## src/rtl/video_sync_encoder_if.sv

```systemverilog
// Counter/RGB input bundle and display-ready output bundle of video_sync_encoder.
// master = upstream/driver side, slave = the encoder itself.
`timescale 1ns/1ps
interface video_sync_encoder_if;
    logic [9:0] HCTRs_i;
    logic [8:0] VCTRs_i;
    logic [7:0] R_i;
    logic [7:0] G_i;
    logic [7:0] B_i;
    logic [7:0] R_o;
    logic [7:0] G_o;
    logic [7:0] B_o;
    logic       HS_o;
    logic       VS_o;
    logic       DE_o;
    logic       FS_o;
    logic       FLD_o;
    logic       ERR_o;

    modport master (
        output HCTRs_i, VCTRs_i, R_i, G_i, B_i,
        input  R_o, G_o, B_o, HS_o, VS_o, DE_o, FS_o, FLD_o, ERR_o
    );

    modport slave (
        input  HCTRs_i, VCTRs_i, R_i, G_i, B_i,
        output R_o, G_o, B_o, HS_o, VS_o, DE_o, FS_o, FLD_o, ERR_o
    );
endinterface

```

## src/rtl/video_sync_encoder.sv

```systemverilog
// Sync/DE/blanking encoder behind the pattern generator; counters to outputs 2 enabled cycles, RGB 1.
// No backpressure: CK_EE_i low freezes every register, RST_i overrides CK_EE_i.
`timescale 1ns/1ps
module video_sync_encoder #(
    parameter int unsigned H_ACT        = 720,
    parameter int unsigned H_SYNC_START = 736,
    parameter int unsigned H_SYNC_LEN   = 62,
    parameter int unsigned V_ACT        = 240,
    parameter int unsigned V_SYNC_START = 244,
    parameter int unsigned V_SYNC_LEN   = 3,
    parameter bit          SYNC_POL     = 1'b0
) (
    input  logic                 CK_i,
    input  logic                 RST_i,
    input  logic                 CK_EE_i,
    video_sync_encoder_if.slave  vid
);
    localparam logic [10:0] H_ACT_W = 11'(H_ACT);
    localparam logic [10:0] H_SS_W  = 11'(H_SYNC_START);
    localparam logic [10:0] H_SE_W  = 11'(H_SYNC_START + H_SYNC_LEN);
    localparam logic [9:0]  V_ACT_W = 10'(V_ACT);
    localparam logic [9:0]  V_SS_W  = 10'(V_SYNC_START);
    localparam logic [9:0]  V_SE_W  = 10'(V_SYNC_START + V_SYNC_LEN);
    localparam logic        SYNC_IDLE = ~SYNC_POL;

    // Stage 1: counter copy plus monitor/field events aligned with it
    logic [9:0] r_h;
    logic [8:0] r_v;
    logic       r_first;
    logic       r_seq_err;
    logic       r_fld_tog;

    // Stage 2: output registers
    logic       r_de;
    logic       r_hs;
    logic       r_vs;
    logic       r_fs;
    logic       r_fld;
    logic       r_err;
    logic [7:0] r_r;
    logic [7:0] r_g;
    logic [7:0] r_b;

    logic [10:0] w_h;
    logic [9:0]  w_v;
    logic [10:0] w_h_in;
    logic [9:0]  w_v_in;
    logic        w_de;
    logic        w_hs;
    logic        w_vs;
    logic        w_fs;
    logic        w_h_ok;
    logic        w_v_ok;
    logic        w_seq_bad;
    logic        w_fld_tog;

    assign w_h    = {1'b0, r_h};
    assign w_v    = {1'b0, r_v};
    assign w_h_in = {1'b0, vid.HCTRs_i};
    assign w_v_in = {1'b0, vid.VCTRs_i};

    // r_first marks stage 1 as still holding reset contents, so decode is forced idle
    assign w_de = ~r_first & (w_h < H_ACT_W) & (w_v < V_ACT_W);
    assign w_hs = ~r_first & (w_h >= H_SS_W) & (w_h < H_SE_W);
    assign w_vs = ~r_first & (w_v >= V_SS_W) & (w_v < V_SE_W);
    assign w_fs = ~r_first & (r_h == 10'd0) & (r_v == 9'd0);

    // The incoming count is checked against the current stage-1 count (its predecessor)
    // and the verdict is registered alongside it, keeping ERR_o aligned with the other outputs.
    assign w_h_ok = (w_h_in == w_h + 11'd1) || (vid.HCTRs_i == 10'd0);
    assign w_v_ok = (w_v_in == w_v) ||
                    ((vid.HCTRs_i == 10'd0) && ((w_v_in == w_v + 10'd1) || (vid.VCTRs_i == 9'd0)));
    assign w_seq_bad = ~r_first & ~(w_h_ok & w_v_ok);
    assign w_fld_tog = ~r_first & (vid.VCTRs_i == 9'd0) & (r_v != 9'd0);

    always_ff @(posedge CK_i) begin
        if (RST_i) begin
            r_h       <= '0;
            r_v       <= '0;
            r_first   <= 1'b1;
            r_seq_err <= 1'b0;
            r_fld_tog <= 1'b0;
        end else if (CK_EE_i) begin
            r_h       <= vid.HCTRs_i;
            r_v       <= vid.VCTRs_i;
            r_first   <= 1'b0;
            r_seq_err <= w_seq_bad;
            r_fld_tog <= w_fld_tog;
        end
    end

    always_ff @(posedge CK_i) begin
        if (RST_i) begin
            r_de  <= 1'b0;
            r_hs  <= SYNC_IDLE;
            r_vs  <= SYNC_IDLE;
            r_fs  <= 1'b0;
            r_fld <= 1'b0;
            r_err <= 1'b0;
            r_r   <= '0;
            r_g   <= '0;
            r_b   <= '0;
        end else if (CK_EE_i) begin
            r_de  <= w_de;
            r_hs  <= w_hs ^ SYNC_IDLE;
            r_vs  <= w_vs ^ SYNC_IDLE;
            r_fs  <= w_fs;
            r_fld <= r_fld ^ r_fld_tog;
            r_err <= r_err | r_seq_err;
            // RGB arrives one cycle behind the counters, so it lines up with the stage-1 decode
            r_r   <= w_de ? vid.R_i : 8'h00;
            r_g   <= w_de ? vid.G_i : 8'h00;
            r_b   <= w_de ? vid.B_i : 8'h00;
        end
    end

    assign vid.R_o   = r_r;
    assign vid.G_o   = r_g;
    assign vid.B_o   = r_b;
    assign vid.HS_o  = r_hs;
    assign vid.VS_o  = r_vs;
    assign vid.DE_o  = r_de;
    assign vid.FS_o  = r_fs;
    assign vid.FLD_o = r_fld;
    assign vid.ERR_o = r_err;
endmodule

```

## src/flat_wrapper.sv

```systemverilog
// flat-port wrapper written by rule: the top's interface ports become plain ports
module video_sync_encoder_flat 
#(
    parameter int unsigned H_ACT        = 720,
    parameter int unsigned H_SYNC_START = 736,
    parameter int unsigned H_SYNC_LEN   = 62,
    parameter int unsigned V_ACT        = 240,
    parameter int unsigned V_SYNC_START = 244,
    parameter int unsigned V_SYNC_LEN   = 3,
    parameter bit          SYNC_POL     = 1'b0
)
  (CK_i, RST_i, CK_EE_i, vid_HCTRs_i, vid_VCTRs_i, vid_R_i, vid_G_i, vid_B_i, vid_R_o, vid_G_o, vid_B_o, vid_HS_o, vid_VS_o, vid_DE_o, vid_FS_o, vid_FLD_o, vid_ERR_o);
  video_sync_encoder_if vid_i ();
  input  logic CK_i;
  input  logic RST_i;
  input  logic CK_EE_i;
  input wire logic [$bits(vid_i.HCTRs_i)-1:0] vid_HCTRs_i;
  input wire logic [$bits(vid_i.VCTRs_i)-1:0] vid_VCTRs_i;
  input wire logic [$bits(vid_i.R_i)-1:0] vid_R_i;
  input wire logic [$bits(vid_i.G_i)-1:0] vid_G_i;
  input wire logic [$bits(vid_i.B_i)-1:0] vid_B_i;
  output wire logic [$bits(vid_i.R_o)-1:0] vid_R_o;
  output wire logic [$bits(vid_i.G_o)-1:0] vid_G_o;
  output wire logic [$bits(vid_i.B_o)-1:0] vid_B_o;
  output wire logic [$bits(vid_i.HS_o)-1:0] vid_HS_o;
  output wire logic [$bits(vid_i.VS_o)-1:0] vid_VS_o;
  output wire logic [$bits(vid_i.DE_o)-1:0] vid_DE_o;
  output wire logic [$bits(vid_i.FS_o)-1:0] vid_FS_o;
  output wire logic [$bits(vid_i.FLD_o)-1:0] vid_FLD_o;
  output wire logic [$bits(vid_i.ERR_o)-1:0] vid_ERR_o;
  assign vid_i.HCTRs_i = vid_HCTRs_i;
  assign vid_i.VCTRs_i = vid_VCTRs_i;
  assign vid_i.R_i = vid_R_i;
  assign vid_i.G_i = vid_G_i;
  assign vid_i.B_i = vid_B_i;
  assign vid_R_o = vid_i.R_o;
  assign vid_G_o = vid_i.G_o;
  assign vid_B_o = vid_i.B_o;
  assign vid_HS_o = vid_i.HS_o;
  assign vid_VS_o = vid_i.VS_o;
  assign vid_DE_o = vid_i.DE_o;
  assign vid_FS_o = vid_i.FS_o;
  assign vid_FLD_o = vid_i.FLD_o;
  assign vid_ERR_o = vid_i.ERR_o;
  video_sync_encoder #(.H_ACT(H_ACT), .H_SYNC_START(H_SYNC_START), .H_SYNC_LEN(H_SYNC_LEN), .V_ACT(V_ACT), .V_SYNC_START(V_SYNC_START), .V_SYNC_LEN(V_SYNC_LEN), .SYNC_POL(SYNC_POL)) u_core (.CK_i(CK_i), .RST_i(RST_i), .CK_EE_i(CK_EE_i), .vid(vid_i));
endmodule
```

## config.mk

```make
export PLATFORM = sky130hd
export DESIGN_NAME = video_sync_encoder_flat
export DESIGN_NICKNAME = d
export VERILOG_FILES = /design/src/rtl/video_sync_encoder_if.sv /design/src/rtl/video_sync_encoder.sv /design/src/flat_wrapper.sv
export SDC_FILE = /design/constraint.sdc
export NUM_CORES = 1
export LEC_CHECK = 0
export ABC_AREA = 1
export CORE_MARGIN = 2
export CORE_UTILIZATION = 25
export CTS_BUF_LIST = sky130_fd_sc_hd__clkbuf_4
export CTS_CLUSTER_DIAMETER = 30
export DETAILED_ROUTE_END_ITERATION = 7
export SYNTH_ARGS = -nofsm -noshare
export SYNTH_HDL_FRONTEND = slang
export SYNTH_SLANG_ARGS = --single-unit
```

## constraint.sdc

```tcl
create_clock -name CK_i -period 1.5 [get_ports CK_i]
set_input_delay 0.15 -clock CK_i [delete_from_list [all_inputs] [get_ports CK_i]]
set_output_delay 0.15 -clock CK_i [all_outputs]
set_load 0.005 [all_outputs]
```

==> results of run 1 <==
==> cells by family (layout without fill, tap and decap cells) <==
kind of cell	count (synthesis)	after routing	share of synthesized area (%)
compound gates	61	61	12.7
xor+xnor	9	9	2.76
fa+ha+maj	4	4	1.75
buf+inv	69	197	9.76
flops	52	52	36.4
simple gates	246	246	36.6
==> power groups by stage <==
stage | registers (W) | clock network, W | logic (W)
2_1_floorplan | 0.00153 | 0 | 0.000321
3_3_place_gp | 0.00153 | 0 | 0.000702
3_5_place_dp | 0.00153 | 0 | 0.000709
4_1_cts | 0.00150 | 0.000719 | 0.000721
5_1_grt | 0.00152 | 0.000774 | 0.000838
6_report | 0.00151 | 0.000684 | 0.000756
==> cell usage after synthesis <==
cell	instances
a211o_1	1
a211oi_1	16
a21oi_1	34
a21oi_2	1
a31oi_1	1
a41oi_1	1
and2_1	1
buf_2	1
buf_4	3
buf_6	1
clkbuf_1	13
clkinv_1	1
dfxtp_1	52
ha_1	4
inv_1	48
inv_2	2
nand2_1	154
nand2_2	1
nand3_1	28
nand3_2	2
nand3b_1	2
nand4_1	6
nor2_1	35
nor2_2	4
nor2_4	1
nor3_1	7
nor3_2	2
nor3b_1	1
nor4_1	2
o21ai_0	5
o21bai_1	2
xnor2_1	6
xor2_1	3
==> through the flow <==
step / utilization [%] / std cells / worst slack (ns) / hold WS, ns / instance area, sq um
2_1_floorplan: - / 441 / 0.000342 / 0.293 / 2870
3_3_place_gp: 37.0 / 699 / -0.222 / 0.450 / 4180
3_5_place_dp: 37.0 / 699 / -0.220 / 0.458 / 4180
4_1_cts: 37.7 / 707 / -0.211 / 0.195 / 4250
5_1_grt: 39.1 / 712 / -0.330 / 0.190 / 4410
6_report: 39.1 / 712 / -0.199 / 0.206 / 4410
==> flip-flops by register name, summed over array words and instances (netlist names) <==
signal            cells
u_core.vid.ERR_o      1
u_core.vid.G_o        8
u_core.r_fld_tog      1
u_core.vid.VS_o       1
u_core.vid.B_o        8
u_core.vid.FLD_o      1
u_core.vid.HS_o       1
u_core.vid.DE_o       1
u_core.vid.FS_o       1
u_core.r_first        1
u_core.r_v            9
u_core.r_h           10
u_core.r_seq_err      1
u_core.vid.R_o        8
==> worst max-delay path, cell delays in order, from the launching register on <==
cell and delay (ns):
dfxtp_2 0.38, inv_1 0.06, ha_1 0.30, xnor2_1 0.17
nand2_1 0.08, nor3_1 0.24, nand3_1 0.11, nand2_1 0.07
nand2_1 0.06, nand3_2 0.09, a21oi_2 0.05
==> layer usage <==
| metal | routed length (um) | vias up |
|---|---|---|
| met3 | 556 | 14 |
| met1 | 4090 | 1442 |
| met2 | 4220 | 82 |
| met5 | 0 | - |
| li1 | - | 1663 |
| met4 | 152 | 0 |
==> cells in the final DEF (no fill, tap or decap), types with 2 or more instances in the layout <==
master and count:
a211oi_1 16, a21oi_1 34, buf_12 3, buf_4 57, clkbuf_16 2, clkbuf_4 6, clkdlybuf4s50_1 72, dfxtp_1 40
dfxtp_2 10, dfxtp_4 2, dlymetal6s2s_1 2, ha_1 2, inv_1 45, inv_2 2, inv_4 4, nand2_1 148
nand2_2 5, nand2_4 2, nand3_1 27, nand3_2 3, nand3b_1 2, nand4_1 6, nor2_1 33, nor2_2 5
nor2_4 2, nor3_1 7, o21ai_0 5, o21bai_1 2, xnor2_1 6, xor2_1 3
==> what timing repair did <==
| action | in CTS | in global routing |
|---|---|---|
| gates resized for setup | 3 | 31 |
| gates cloned | 0 | 3 |
| setup endpoints to repair | 1 | 30 |
| pin swaps | 4 | 13 |
| buffers inserted | 0 | 2 |
==> area by class of cell <==
class | count | area (sq um)
multi-input combinational | 320 | 1610
timing repair buffer | 138 | 1300
tap | 143 | 179
clock inverter | 2 | 15.0
sequential | 52 | 1060
fill | 1188 | 6860
clock buffer | 6 | 45.0
inverter | 51 | 199
==> worst paths after layout <==
path / startpoint / endpoint / slack, ns / depth (start not counted)
worst max-delay path: u_core.r_v[0] / u_core.r_seq_err / -0.20 / 10
worst max register to register: u_core.r_v[0] / u_core.r_seq_err / -0.20 / 10
worst min-delay path: RST_i / u_core.vid.R_o[5] / 0.21 / 3
worst min register to register: u_core.vid.B_o[6] / u_core.vid.B_o[6] / 0.47 / 2
==> out/metrics.yaml, run 1 <==
run_status:
  status: "finished, violations left"
  failed_checks: "negative setup slack"
sta:
  layout_setup_ws_ns: -0.199
  setup_viol: 1
  hold_viol: 0
  fin_tns_setup_ns: -0.199
  rsz0062_at_grt: "yes"
  fmax_ghz: 0.588
  worst_pin_slew_ns: 0.359
  finalCritPeriodShare_pct: 113
  relSlewSlack_pct: 75.9
  finClkSkew_ns: 0.0180
  slew_viol_final: 0
  fin_crit_ns: 1.70
setup_path:
  required_ns: 1.77
  crit_fanout: 4
  critical_path_class: "register to register"
  worstSetupEndpointType: "register"
  worstSetupStartpointType: "register"
  arrival_ns: 1.97
clock_network:
  worstSkewPairLatency_ns: 0.38
  h-tree-depth: 2
  cts_max_path_buffers: 2
  hold_buffers: 0
  clockRootBuffer: "clkbuf_4"
  clkTransAtPathRegs_ns: 0.16
  cts_num_sinks: 52
  cts_tree: "built"
  cts_made_buffers: 5
routing:
  first_pass_iters: 4
  vias_per_cell: 4.50
  route.detailed.drc: 0
  wl_per_cell_um: 12.7
  drtIter0Drc: 100
  vias: 3201
  drt-total-wl_mm: 9.02
  ant_nets: 0
floorplan:
  io_pins: 76
  die_w_um: 111
  rows: 39
  core_area_sq_mm: 0.0113
  chipHeight_um: 111
  fp.dieArea_sq_mm: 0.0123
  start_util_pct: 25.4
synthesis:
  syn_inst: 441
  synthTopCellsByArea: "dfxtp_1 (36%), nand2_1 (20%), inv_1 (6.3%), a21oi_1 (6.0%), nand3_1 (4.9%)"
  synth_seq_area_share_pct: 36.4
  yosysTopAreaCellShare_pct: 36.4
  yosys.area.top_type: "dfxtp_1"
  synth_warnings: 0
  synth_cell_types: 33
  synth_area_sq_mm: 0.00286
  synth_nets: 491
  synth-seq-cells: 52
  synth_area_per_cell_sq_um: 6.48
power:
  p_int_w: 0.00206
  leakage_nw: 1.90
  switching_share_pct: 30.3
  pwr-share-clk_pct: 23.2
  p_comb_share_pct: 25.6
  seq_power_share_pct: 51.2
  ir_drop_mv: 0.317
  total_power_w: 0.00295
  p_switching_w: 0.000895
  power_density_mw_per_mm2: 670
grt:
  met3_usage_pct: 3.39
  antenna_found_initial: 0
  use_met1_pct: 18.6
  gr-usage-met2_pct: 24.0
  globalRouteTotalUtil_pct: 14.4
  grt-ovfl-total: 0
  grt_pass1_wl_mm: 14.8
  grt_pass1_vias: 3133
  top_usage_layer: "met2"
  grt_max_degree: 53
finish:
  final_net_count: 618
  drive_above_1_share_pct: 19.9
  syn2layout_area_growth_pct: 54.4
  num_antenna_cells: 0
place:
  io_buffers: 75
  place_hpwl_mm: 6.57
  place.gp.congestion: 0.878
hold_path:
  hold_class: "input pin to register"
job:
  maxCapViolations: 0
Note: power is estimated with default switching activity, not from simulation.
==> run 2, diff against run 1 <==
- ABC_CLOCK_PERIOD_IN_PS: unset -> 1500
- CAP_MARGIN: unset -> 20
==> results of run 2 <==
Final layout, timing and power as in run 1 (identical DEF).
==> RTL change 1, RTL diff (settings of run 2) <==
`SYNC_POL` is set to 1'b0 in 2 places; all go to 1'b1.
--- a/src/rtl/video_sync_encoder.sv
+++ b/src/rtl/video_sync_encoder.sv
@@ -10,3 +10,3 @@
     parameter int unsigned V_SYNC_LEN   = 3,
-    parameter bit          SYNC_POL     = 1'b0
+    parameter bit          SYNC_POL     = 1'b1
 ) (
--- a/src/flat_wrapper.sv
+++ b/src/flat_wrapper.sv
@@ -9,3 +9,3 @@
     parameter int unsigned V_SYNC_LEN   = 3,
-    parameter bit          SYNC_POL     = 1'b0
+    parameter bit          SYNC_POL     = 1'b1
 )
Check against the original RTL: not equivalent (Yosys sat finds a counterexample within 4 cycles, from zero or initial values and one cycle with RST_i high).
==> RTL change 1 against run 2 <==
The run still ends with negative setup slack left. Hold slack got worse by 0.072 ns. Cell area fell by 0.48%. Area after synthesis decreased by 0.88%. Sequential cell count unchanged. Non-clock buffer count decreased by 9. Total power shrank 0.63%. Sequential power about the same. First-iteration DRC count is 100% higher. Setup slack better by 0.12 ns. Wire length decreased by 2.6%. Global-route usage down 0.56 points.
==> RTL change 1: results <==
export IMPL_detail_route_iter0_violations=201
export IMPL_via_count=3134
export IMPL_seq_area_frac_synth_pct=36.7
export IMPL_yosys_warnings=0
export IMPL_clk_root_buffer_cell="sky130_fd_sc_hd__clkbuf_4"
export IMPL_power_leakage_nw=1.80
export IMPL_tritoncts_num_buffers=5
export IMPL_skew_ns=0.0125
export IMPL_setup_viol=18
export IMPL_timing_critical_path_arrival_ns=1.88
export IMPL_peakVddDrop_mv=0.515
export IMPL_cts_max_level=2
export IMPL_grt_first_pass_wirelength_um=14300
export IMPL_grt_max_degree=50
export IMPL_place_gp_congestion=1.01
export IMPL_slowest_stage="sky130_fd_sc_hd__dfxtp_4"
export IMPL_critPathMaxStageDelay_ns=0.40
export IMPL_synthesis_nets=471
export IMPL_netlist_top_cells_count="111 x sky130_fd_sc_hd__nand2_1, 52 x sky130_fd_sc_hd__dfxtp_1, 45 x sky130_fd_sc_hd__inv_1, 37 x sky130_fd_sc_hd__nor2_1, 36 x sky130_fd_sc_hd__a21oi_1"
export IMPL_antennaDiodeCount=0
export IMPL_fin_nets=589
export IMPL_grt_antenna_before_repair=0
export IMPL_area_growth_pct=55.0
export IMPL_worstPathMaxFanout=3
export IMPL_average_detailed_routed_wire_length_per_instance_um=12.9
export IMPL_timing_setup_tns_ns=-0.358
export IMPL_layout_drive_gt1_share_pct=20.4
export IMPL_tightestPinTransition_ns=0.514
export IMPL_global_route_usage_total_pct=13.8
export IMPL_reg_top3="u_core.r_h x10, u_core.r_v x9"
export IMPL_fin_ws_ns=-0.0804
export IMPL_ys_top_cells_by_area="sky130_fd_sc_hd__dfxtp_1 37%, sky130_fd_sc_hd__nand2_1 15%, sky130_fd_sc_hd__a21oi_1 6.4%, sky130_fd_sc_hd__inv_1 6.0%, sky130_fd_sc_hd__nand2b_1 5.3%"
export IMPL_post_synth_cell_types=28
export IMPL_failed_checks="negative setup slack"
export IMPL_grt_use_met1_pct=16.8
export IMPL_hold_ws_ns=0.134
export IMPL_gr_usage_met2_pct=23.7
export IMPL_path_clk_slew_ns=0.17
export IMPL_status="finished with violations"
export IMPL_use_met3_pct=3.90
export IMPL_asyncSetResetFlopFracSynth_pct=0
export IMPL_dp_hpwl_um=6270
## RTL change 1: final timing paths
path,startpoint,to,cells past startpoint
max,u_core.r_h[0]$_SDFFE_PP0P_,u_core.r_seq_err$_SDFFE_PP0P_,13
min,RST_i,u_core.vid.B_o[0]$_SDFFE_PP0P_,2
max reg2reg,u_core.r_h[0]$_SDFFE_PP0P_,u_core.r_seq_err$_SDFFE_PP0P_,13
min reg2reg,u_core.vid.R_o[1]$_SDFFE_PP0P_,u_core.vid.R_o[1]$_SDFFE_PP0P_,2
## RTL change 1: metrics by stage
step | cell area, um^2 | utilization [%] | setup slack, ns | instances
finish | 4390 | 40.1 | -0.0804 | 680
detailed placement | 4090 | 37.4 | -0.242 | 669
CTS | 4230 | 38.6 | -0.0650 | 677
global placement | 4090 | 37.4 | -0.293 | 669
floorplan | 2840 | - | 0.00295 | 421
global route | 4390 | 40.1 | -0.199 | 680
## RTL change 1: cells by family (layout without fill, tap and decap cells)
logic type	count (synthesis)	in the layout	share of synthesized area (%)
buffers and inverters	65	184	8.83
AOI/OAI and AO/OA	61	61	13.0
adders and majority gates	4	4	1.77
and+or+nand+nor	226	226	35.6
DFF	52	52	36.7
xor gates and xnor gates	13	13	4.02
## RTL change 1: what timing repair did
action / in CTS / in global routing
endpoints found under the setup margin: 25 / 31
pin swaps: 5 / 5
resized for setup: 24 / 30
setup buffers: 0 / 1
cloned: 0 / 2
## RTL change 1: final cells by class
type / instances / area, um^2
fill: 1144 / 6550
clock buffer: 5 / 37.5
tap: 140 / 175
inverter: 47 / 176
timing repair buffer: 129 / 1220
clock inverter: 3 / 27.5
multi-input combinational: 304 / 1680
sequential: 52 / 1070
## RTL change 1: worst max-delay path, delay by kind of cell (launching register included)
kind	cells	cell delay (ns)
DFF	1	0.40
and+or+nand+nor	8	0.61
AOI/OAI and AO/OA	2	0.19
buffers and inverters	2	0.14
adders and majority gates	1	0.17
## RTL change 1: power breakdown
group	internal, mW	leakage, nW	switching (mW)
logic	0.386	1.33	0.336
clock network	0.198	0.0333	0.506
registers	1.44	0.432	0.0669
## RTL change 1: layer usage
layer	vias to the layer above	wire length [um]	share of wire (%)
met2	98	4220	48
met5	-	0	0
met3	17	580	6.6
met4	0	127	1.4
met1	1424	3860	44
li1	1595	-	-
==> RTL change 2, RTL diff (config.mk and constraints of run 2) <==
Without the edit above. Register the input `CK_EE_i` before use. The logic sees it one clock later. The other inputs are not delayed to match.
--- a/src/rtl/video_sync_encoder.sv
+++ b/src/rtl/video_sync_encoder.sv
@@ -24,2 +24,8 @@
     localparam logic        SYNC_IDLE = ~SYNC_POL;
+
+    logic CK_EE_q;
+
+    always_ff @(posedge CK_i) begin
+        CK_EE_q <= CK_EE_i;
+    end
 
@@ -82,3 +88,3 @@
             r_fld_tog <= 1'b0;
-        end else if (CK_EE_i) begin
+        end else if (CK_EE_q) begin
             r_h       <= vid.HCTRs_i;
@@ -102,3 +108,3 @@
             r_b   <= '0;
-        end else if (CK_EE_i) begin
+        end else if (CK_EE_q) begin
             r_de  <= w_de;
Function: changed (a bounded check fails within 4 cycles, from zero or initial values and one cycle with RST_i high).
==> RTL change 2 against run 2 <==
The flow still finishes with violations (negative setup slack). Cell area is 4.3% lower. Setup slack better by 0.065 ns. Cell count fell by 2.0%. Sequential cell count rose by 1. Total power is 1.6% lower. Area after synthesis grew 0.70%. Wire length down 8.1%. Clock power shrank 2%. Critical endpoint unchanged. Largest cell class unchanged.
==> RTL change 2: results <==
export IMPL_grt_first_pass_wirelength_um=14000
export IMPL_pre_cts_setup_slack_ns=-0.235
export IMPL_fin_ws_ns=-0.135
export IMPL_place_gp_congestion=0.893
export IMPL_setup_viol=1
export IMPL_fin_nets=604
export IMPL_skew_ns=0.0180
export IMPL_slew_violations=0
export IMPL_critPathMaxStageDelay_ns=0.40
export IMPL_number_of_buffers_between_clock_root_and_the_deepest_sink=2
export IMPL_dp_hpwl_um=6180
export IMPL_power_switching_fraction_pct=30.4
export IMPL_synth_xor_xnor_area_share_pct=2.74
export IMPL_die_width_um=111
export IMPL_asyncSetResetFlopFracSynth_pct=0
export IMPL_detail_route_iter0_violations=112
export IMPL_worstPathMaxFanout=4
export IMPL_failed_checks="negative setup slack"
export IMPL_placement_io_buffers=75
export IMPL_placed_cells=687
export IMPL_ys_top_cells_by_area="sky130_fd_sc_hd__dfxtp_1 37%, sky130_fd_sc_hd__nand2_1 20%, sky130_fd_sc_hd__inv_1 6.3%, sky130_fd_sc_hd__a21oi_1 5.9%, sky130_fd_sc_hd__nand3_1 4.9%"
export IMPL_worstSkewPairLatency_ns=0.38
export IMPL_global_route_usage_total_pct=13.4
export IMPL_seq_area_frac_synth_pct=36.9
export IMPL_netlist_top_cells_count="154 x sky130_fd_sc_hd__nand2_1, 53 x sky130_fd_sc_hd__dfxtp_1, 48 x sky130_fd_sc_hd__inv_1, 35 x sky130_fd_sc_hd__nor2_1, 34 x sky130_fd_sc_hd__a21oi_1"
export IMPL_routed_wl_um=8290
export IMPL_status="finished with violations"
export IMPL_antennaDiodeCount=0
export IMPL_synth_area_per_cell_um2=6.51
export IMPL_slowest_stage="sky130_fd_sc_hd__dfxtp_4"
export IMPL_power_leakage_nw=1.80
export IMPL_yosys_area_share_adder_pct=1.74
export IMPL_peakVddDrop_mv=0.358
export IMPL_reg_top3="u_core.r_h x10, u_core.r_v x9"
export IMPL_via_count=3098
export IMPL_timing_critical_path_arrival_ns=1.91
export IMPL_clk_root_buffer_cell="sky130_fd_sc_hd__clkbuf_4"
export IMPL_post_synth_cell_types=33
export IMPL_tritoncts_num_buffers=5
export IMPL_vias_cell=4.44
export IMPL_grt_ovfl_total=0
export IMPL_muxShareOfSynthArea_pct=0
export IMPL_synth_compound_area_share_pct=12.6
export IMPL_timing_setup_tns_ns=-0.135
export IMPL_synthesis_nets=492
export IMPL_layout_drive_gt1_share_pct=16.4
export IMPL_vias_in_the_first_global_route=3040
export IMPL_grt_max_degree=44
export IMPL_place_area_mm2=0.00409
export IMPL_tightestPinTransition_ns=0.363
## RTL change 2: layer usage
metal / track usage (%) / vias up / wire length [um]
met4: 2.80 / 0 / 48
met2: 22.7 / 92 / 3830
met1: 16.6 / 1371 / 3800
met5: 0 / - / 0
met3: 4.54 / 4 / 609
li1: - / 1631 / -
## RTL change 2: power by group through the flow
stage | Combinational [mW] | Clock [mW] | Sequential (mW)
2_1_floorplan | 0.322 | 0 | 1.55
3_3_place_gp | 0.678 | 0 | 1.56
3_5_place_dp | 0.684 | 0 | 1.56
4_1_cts | 0.697 | 0.716 | 1.53
5_1_grt | 0.780 | 0.768 | 1.55
6_report | 0.705 | 0.667 | 1.53
## RTL change 2: cell type report
type                    instances  area (um^2)
repair buffers                123         1140
clock buffers                   5         37.5
fillers                      1199         7100
multi-input cells             320         1590
well taps                     143          179
flip-flops and latches         53         1080
clock inverters                 3         17.5
inverters                      51          191
## RTL change 2: path summary, 6_finish.rpt
kind / endpoint / cells after the start / start / slack, ns
hold reg to reg: u_core.vid.B_o[3]$_SDFFE_PP0P_ / 2 / u_core.vid.B_o[3]$_SDFFE_PP0P_ / 0.47
setup / recovery: u_core.r_seq_err$_SDFFE_PP0P_ / 13 / u_core.r_h[0]$_SDFFE_PP0P_ / -0.13
hold / removal: u_core.CK_EE_q$_DFF_P_ / 1 / CK_EE_i / 0.20
setup reg to reg: u_core.r_seq_err$_SDFFE_PP0P_ / 13 / u_core.r_h[0]$_SDFFE_PP0P_ / -0.13
## RTL change 2: what timing repair did
action	in CTS	in global routing
setup buffers	1	2
resized for setup	7	13
setup endpoints to repair	20	28
pin swaps	5	4
## RTL change 2: logic make-up after synthesis
logic type / after synthesis
buf+inv: 69
fa+ha+maj: 4
xor+xnor: 9
simple gates: 246
compound gates: 61
flops: 53
